===== src/rtl/zeptron_pkg.sv =====
// zeptron_pkg: shared decode-stage definitions.
//   imm_op_e     : immediate format select carried on in_op
//   XLEN_DEFAULT : default datapath width for decode-stage blocks
package zeptron_pkg;

   localparam int XLEN_DEFAULT = 32;

   typedef enum logic [2:0] {
      IMM_I    = 3'd0,
      IMM_S    = 3'd1,
      IMM_B    = 3'd2,
      IMM_U    = 3'd3,
      IMM_J    = 3'd4,
      IMM_Z    = 3'd5,
      IMM_SH   = 3'd6,
      IMM_RSVD = 3'd7
   } imm_op_e;

endpackage


===== src/rtl/imm_decode.sv =====
// imm_decode: combinational immediate extraction from an instruction word.
// Ports:
//   instr   in  32    instruction word
//   op      in  3     format select (imm_op_e encoding)
//   imm     out XLEN  finished immediate (sign- or zero-extended)
//   illegal out 1     op is the reserved encoding; imm is 0 in that case
module imm_decode
   import zeptron_pkg::*;
#(
   parameter int XLEN = XLEN_DEFAULT
) (
   input  logic [31:0]     instr,
   input  logic [2:0]      op,
   output logic [XLEN-1:0] imm,
   output logic            illegal
);

   // The opcode field never contributes to an immediate.
   logic w_unused_opcode;
   assign w_unused_opcode = ^instr[6:0];

   // Signed size casts sign-extend from instr[31] to XLEN for every
   // signed format; unsigned casts zero-extend the CSR uimm and shamt.
   always_comb begin
      imm     = '0;
      illegal = 1'b0;
      case (imm_op_e'(op))
         IMM_I:  imm = XLEN'($signed(instr[31:20]));
         IMM_S:  imm = XLEN'($signed({instr[31:25], instr[11:7]}));
         IMM_B:  imm = XLEN'($signed({instr[31], instr[7], instr[30:25],
                                      instr[11:8], 1'b0}));
         IMM_U:  imm = XLEN'($signed({instr[31:12], 12'b0}));
         IMM_J:  imm = XLEN'($signed({instr[31], instr[19:12], instr[20],
                                      instr[30:21], 1'b0}));
         IMM_Z:  imm = XLEN'(instr[19:15]);
         // RV64 shifts take a 6-bit shamt, RV32 only 5 bits.
         IMM_SH: imm = (XLEN == 64) ? XLEN'(instr[25:20]) : XLEN'(instr[24:20]);
         default: begin
            imm     = '0;
            illegal = 1'b1;
         end
      endcase
   end

endmodule


===== src/rtl/immediate_unit.sv =====
// immediate_unit: pipelined immediate generator with a small output queue.
// Immediates are decoded before the queue write, so entries hold finished
// values. Ports:
//   clk, rst              clock, asynchronous active-high reset
//   flush                 synchronous; drops every queued entry
//   in_valid/in_ready     input handshake (in_ready from registered count only)
//   in_instr, in_op       instruction word and format select
//   in_tag                sideband tag passed through unchanged
//   out_valid/out_ready   output handshake for the head entry
//   out_imm, out_tag      head entry immediate and tag (0 when empty)
//   out_illegal           head entry carried the reserved format select
module immediate_unit
   import zeptron_pkg::*;
#(
   parameter int XLEN  = XLEN_DEFAULT,
   parameter int TAG_W = 5,
   parameter int DEPTH = 2
) (
   input  logic             clk,
   input  logic             rst,
   input  logic             flush,
   input  logic             in_valid,
   output logic             in_ready,
   input  logic [31:0]      in_instr,
   input  logic [2:0]       in_op,
   input  logic [TAG_W-1:0] in_tag,
   output logic             out_valid,
   input  logic             out_ready,
   output logic [XLEN-1:0]  out_imm,
   output logic [TAG_W-1:0] out_tag,
   output logic             out_illegal
);

   if (!(XLEN == 32 || XLEN == 64)) begin : g_bad_xlen
      $error("immediate_unit: XLEN must be 32 or 64");
   end
   if (DEPTH < 2 || DEPTH > 4) begin : g_bad_depth
      $error("immediate_unit: DEPTH must be 2..4");
   end

   localparam int PTR_W = $clog2(DEPTH);
   localparam int CNT_W = $clog2(DEPTH + 1);

   logic [XLEN-1:0]  w_imm;
   logic             w_illegal;
   logic             w_push;
   logic             w_pop;

   logic [PTR_W-1:0] r_wr_ptr;
   logic [PTR_W-1:0] r_rd_ptr;
   logic [CNT_W-1:0] r_count;

   logic [XLEN-1:0]  r_imm     [DEPTH];
   logic [TAG_W-1:0] r_tag     [DEPTH];
   logic             r_illegal [DEPTH];

   imm_decode #(.XLEN(XLEN)) u_decode (
      .instr   (in_instr),
      .op      (in_op),
      .imm     (w_imm),
      .illegal (w_illegal)
   );

   // Pointers wrap explicitly so non-power-of-two depths work.
   function automatic logic [PTR_W-1:0] ptr_inc(input logic [PTR_W-1:0] p);
      return (p == PTR_W'(DEPTH - 1)) ? '0 : p + PTR_W'(1);
   endfunction

   assign in_ready  = (r_count < CNT_W'(DEPTH)) && !flush;
   assign out_valid = (r_count != '0);
   assign w_push    = in_valid && in_ready;
   // A pop presented during flush is not consumed: flush wins.
   assign w_pop     = out_valid && out_ready && !flush;

   always_ff @(posedge clk or posedge rst) begin
      if (rst) begin
         r_wr_ptr <= '0;
         r_rd_ptr <= '0;
         r_count  <= '0;
      end else if (flush) begin
         r_wr_ptr <= '0;
         r_rd_ptr <= '0;
         r_count  <= '0;
      end else begin
         if (w_push) begin
            r_wr_ptr <= ptr_inc(r_wr_ptr);
         end
         if (w_pop) begin
            r_rd_ptr <= ptr_inc(r_rd_ptr);
         end
         if (w_push && !w_pop) begin
            r_count <= r_count + CNT_W'(1);
         end else if (w_pop && !w_push) begin
            r_count <= r_count - CNT_W'(1);
         end
      end
   end

   // Storage needs no reset: the outputs are masked while the queue is empty.
   always_ff @(posedge clk) begin
      if (w_push) begin
         r_imm[r_wr_ptr]     <= w_imm;
         r_tag[r_wr_ptr]     <= in_tag;
         r_illegal[r_wr_ptr] <= w_illegal;
      end
   end

   assign out_imm     = out_valid ? r_imm[r_rd_ptr]     : '0;
   assign out_tag     = out_valid ? r_tag[r_rd_ptr]     : '0;
   assign out_illegal = out_valid ? r_illegal[r_rd_ptr] : 1'b0;

endmodule


===== config.mk =====
export PLATFORM = sky130hd
export DESIGN_NAME = immediate_unit
export DESIGN_NICKNAME = d
export VERILOG_FILES = /design/src/rtl/zeptron_pkg.sv /design/src/rtl/imm_decode.sv /design/src/rtl/immediate_unit.sv
export SDC_FILE = /design/constraint.sdc
export NUM_CORES = 1
export LEC_CHECK = 0
export ABC_AREA = 1
export CAP_MARGIN = 20
export CORE_MARGIN = 1
export CORE_UTILIZATION = 53
export DETAILED_ROUTE_END_ITERATION = 6
export PLACE_DENSITY = 0.84
export REMOVE_ABC_BUFFERS = 1
export SYNTH_ARGS = -nofsm -noshare
export SYNTH_HDL_FRONTEND = slang
export SYNTH_HIERARCHICAL = 1
export SYNTH_SLANG_ARGS = --single-unit

===== constraint.sdc =====
create_clock -name clk -period 7.5 [get_ports clk]
set_input_delay 1.875 -clock clk [delete_from_list [all_inputs] [get_ports clk]]
set_output_delay 1.875 -clock clk [all_outputs]
set_load 0.02 [all_outputs]

# == After elaboration in Yosys (flattened, before gate mapping) ==
# Memories as Yosys holds them, arrays and structs flattened.
# Cells that the tools add are included.
# word_totals
n_memories,3
output_inout_bits,40
ram_bits,76
ff_bits,4
# classes
n_lt_le_gt_ge,1
add_sub_neg,4
mux,16
n_eq_ne,6
reduce_logical,15
# memory_table
memory,depth,word_bits,rd,rd_clocked_by_memory_dff,wr,line,text
r_imm,2,32,1,0,1,immediate_unit.sv:53,logic [XLEN-1:0] r_imm [DEPTH];
r_tag,2,5,1,0,1,immediate_unit.sv:54,logic [TAG_W-1:0] r_tag [DEPTH];
r_illegal,2,1,1,0,1,immediate_unit.sv:55,logic r_illegal [DEPTH];
# op_table
op,n
$pmux W32 S7,1
$mux W32,1
$mux W1,10
$eq A3 B3 Y1 const B,3
$reduce_or A7 Y1,1
$eq A3 B2 Y1 const B,2
$logic_and A1 B1 Y1,6
$mux W2,3
$reduce_bool A2 Y1,3
$mux W5,1
$eq A3 B1 Y1 const B,1
$logic_not A1 Y1,3
$logic_not A3 Y1,1
$reduce_bool A3 Y1,1
$add A1 B1 Y1 const B,2
$add A2 B1 Y2 const B,1
$lt A2 B2 Y1 const B,1
$sub A2 B1 Y2 const B,1

# == Logic depth before layout (Yosys ltp) ==
# depth
depth_word,8
ltp_mapped,9

# == By module ==
# Netlist, hierarchy kept.
# modules_own_cells
mod,area_each_um2,cells_each,instances
immediate_unit,3086.7,243,1
imm_decode,464.2,100,1

# == Worst setup path before layout ==
# No wires, ideal clock.
# synth_path
kind,input to register
start,input port flush
end,"memory r_illegal[0], enable pin"
stages,3
arrival_ns,3.697
path_buffers,0
slack_ns,3.370
path_cell_list,inv_1 nand3_2 nor2_1
# synth_between
elab_chain_cells,5
# synth_rtl
element,line,text
from (decl),immediate_unit.sv:21,"input logic flush,"
$logic_not A1 Y1,immediate_unit.sv:69,assign in_ready = (r_count < CNT_W'(DEPTH)) && !flush;
$logic_and A1 B1 Y1,immediate_unit.sv:69,
$logic_and A1 B1 Y1,immediate_unit.sv:71,assign w_push = in_valid && in_ready;
$mux W1,immediate_unit.sv:101,if (w_push) begin
$mux W1 (not written as such),immediate_unit.sv:104,r_illegal[r_wr_ptr] <= w_illegal;
to (decl),immediate_unit.sv:55,
# No other way between the ends.

# == Final worst setup path ==
# layout_path
start,input port flush
end,output port in_ready
# layout_between
elab_chain_cells,2
# layout_rtl
element,line,text
$logic_not A1 Y1,immediate_unit.sv:69,
$logic_and A1 B1 Y1,immediate_unit.sv:69,
to (decl),immediate_unit.sv:23,"output logic in_ready,"
# No other way between the ends.

==> impl_metrics.ini <==
[synth]
synth.ff_latch_count = 80
synth_sequential_area_ratio_pct = 67.09
syn-mean-instance-area_um2 = 10.35
syn_inst = 343
synth.most_common_cell = nand2_1
synth_area_leaders = edfxtp_1 (64%), nand2_1 (14%), a21oi_1 (5.8%)
synth_top_area_cell = edfxtp_1
number_of_flops_mapped_to_enable_cells_by_yosys = 76
post_synth_instance_area_um2 = 3551
synthTopCellsByCount = nand2_1 (133), edfxtp_1 (76), a21oi_1 (41)
postSynth.asyncResetShare_pct = 5.000
yosys_most_used_dff = edfxtp_1
yosys_warnings = 6
synth_largest_type_area_fraction_pct = 64.27
synthDistinctLibCells = 21

[placement]
post-place-ws_ns = 2.380
port-buffer-count = 77
post-dp-hpwl_um = 4855
placedInstanceArea_um2 = 4357
finalWeightedCongestion = 0.7552

[floorplanning]
fp.dieArea_um2 = 7031
starting_density_of_the_core_pct = 55.29
boundary_pin_count = 85
rows = 29
die_width_um = 83.85
die_h_um = 83.85
fp.coreArea_um2 = 6422

[route]
initialDrtViolationCount = 216
routed_wirelength_um = 7736
drt-pass1-iter-count = 6
wl_per_cell_um = 15.47
route.vias.total = 2704
ant_nets = 0
drc_errors = 6
vias_per_cell = 5.408

[worst_setup_path]
worst_setup_path_end_kind = output pin
path_class = input port to output pin
startpoint_type = input port
worst-path-max-fanout = 4
worst_ep_arrival_time_ns = 3.25
worst-endpoint-required_ns = 5.62

[final_layout]
layout.cell_area.non_filler_um2 = 4583
fin_util_pct = 71.36
antenna_cells = 0
relative_area_change_from_synthesis_to_final_layout_pct = 29.07
drive_gt1_share_pct = 8.511
layout.nets = 463

[hold_path]
min_path_type = flop to flop

[clocking]
clock_tree_from_tritoncts = done
cts.clk_slew.worst_paths_ns = 0.07
cts.sinks = 80
clk_path_buf_depth = 2
htree_num_levels = 3
setup_fix_buffers_added_after_clock_tree_synthesis = 0
cts_resized = 0
cts-root-buf = clkbuf_8
tritoncts.num_buffers = 9
clk_latency_ns = 0.34
cts_hold_buf = 0

[power]
worst_ir_drop_vdd_mv = 0.1340
power.density_nw_per_um2 = 271.6
leakagePower_nw = 1.757

[sta]
maxSlewViolCount = 0
measured_slew_at_the_worst_slew_check_pin_ns = 0.9577
final.period_utilization_pct = 68.35
setup_ws_ns = 2.374
slew_headroom_pct = 36.00
timing.setup.tns_ns = 0
clock_skew_ns = 0.009974
hold_ws_ns = 0.5807
achievable-frequency_mhz = 195.1
post-route-min-period_ns = 5.126
hold_viol = 0
timing.final.setup_violations = 0
unrepaired_setup_endpoints_after_global_routing = no

[global_route]
grt_antenna_before_repair = 0
gr-total-overflow = 0
groute.usage.overall_pct = 23.25
grt_first_pass_wirelength_um = 12510
grt_max_degree = 41
vias_in_the_first_global_route = 2669

[run_status]
run_status = finished, violations left
failed_checks = design-rule violations

[flow_run]
max-cap-violations = 0
-- layout make-up --
type / instances / area [um^2]
multi-input cells: 227 / 1021
repair buffers: 81 / 825.8
flip-flops and latches: 80 / 2382
fillers: 479 / 1839
inverters: 19 / 71.32
well taps: 77 / 96.34
clock inverters: 7 / 62.56
clock buffers: 9 / 123.9
-- placed cells by master, fill, tap and decap left out, drive strengths merged --
master,n
bufinv,1
dfrtp,4
nand2,137
nor2,16
o21a,1
nand3,23
clkinv,4
o21ai,3
edfxtp,76
a21oi,42
nand4,5
clkdlybuf4s50,77
inv,19
clkinvlp,2
clkbuf,9
buf,4
-- state kept, by name, summed over array words and instances (netlist names) --
| name | count |
|---|---|
| r_tag | 10 |
| r_imm | 64 |
| r_wr_ptr | 1 |
| r_illegal | 2 |
| r_count | 2 |
| r_rd_ptr | 1 |
-- per-layer routing --
metal | GRT usage (%) | share of wire [%] | wire length (um)
met2 | 41.13 | 53 | 4089
met5 | 0 | 0 | 0
met3 | 3.066 | 5.9 | 458
met1 | 28.58 | 39 | 3045
met4 | 10.19 | 1.8 | 142
-- stage by stage --
stage	instances	total power, W
floorplan	326	0.0007623
global placement	482	0.0009453
detailed placement	482	0.0009540
CTS	498	0.001247
global route	500	0.001304
finish	500	0.001245
-- report_power, final --
part           internal, W  switching (W)  total (W)
Sequential        0.000531      0.0000126   0.000543
Combinational     0.000161       0.000243   0.000404
Clock             0.000150       0.000148   0.000298
-- cells by family (layout without fill, tap and decap cells) --
| group | after synthesis | count (layout) | share of synthesized area [%] |
|---|---|---|---|
| buf+inv | 36 | 116 | 4.722 |
| flops | 80 | 80 | 67.09 |
| simple gates | 181 | 181 | 21.42 |
| compound gates | 46 | 46 | 6.766 |
-- worst paths after layout --
check / cells after the start / slack [ns] / end / start
max in group asynchronous: 2 / 5.64 / r_rd_ptr$_DFFE_PP0P_ / rst
worst min register to register: 1 / 0.58 / r_wr_ptr$_DFFE_PP0P_ / r_wr_ptr$_DFFE_PP0P_
min in group asynchronous: 2 / 1.71 / r_count[0]$_DFFE_PP0P_ / rst
worst max register to register: 7 / 5.74 / r_count[0]$_DFFE_PP0P_ / r_count[0]$_DFFE_PP0P_
worst max-delay path: 5 / 2.37 / in_ready / flush
worst min-delay path: 1 / 0.58 / r_wr_ptr$_DFFE_PP0P_ / r_wr_ptr$_DFFE_PP0P_
-- worst max-delay path: stages --
cell             delay (ns)
clkdlybuf4s50_1        0.47
inv_1                  0.16
nand2_1                0.10
inv_1                  0.06
clkdlybuf4s50_1        0.59
Note: power is estimated with default switching activity, not from simulation.
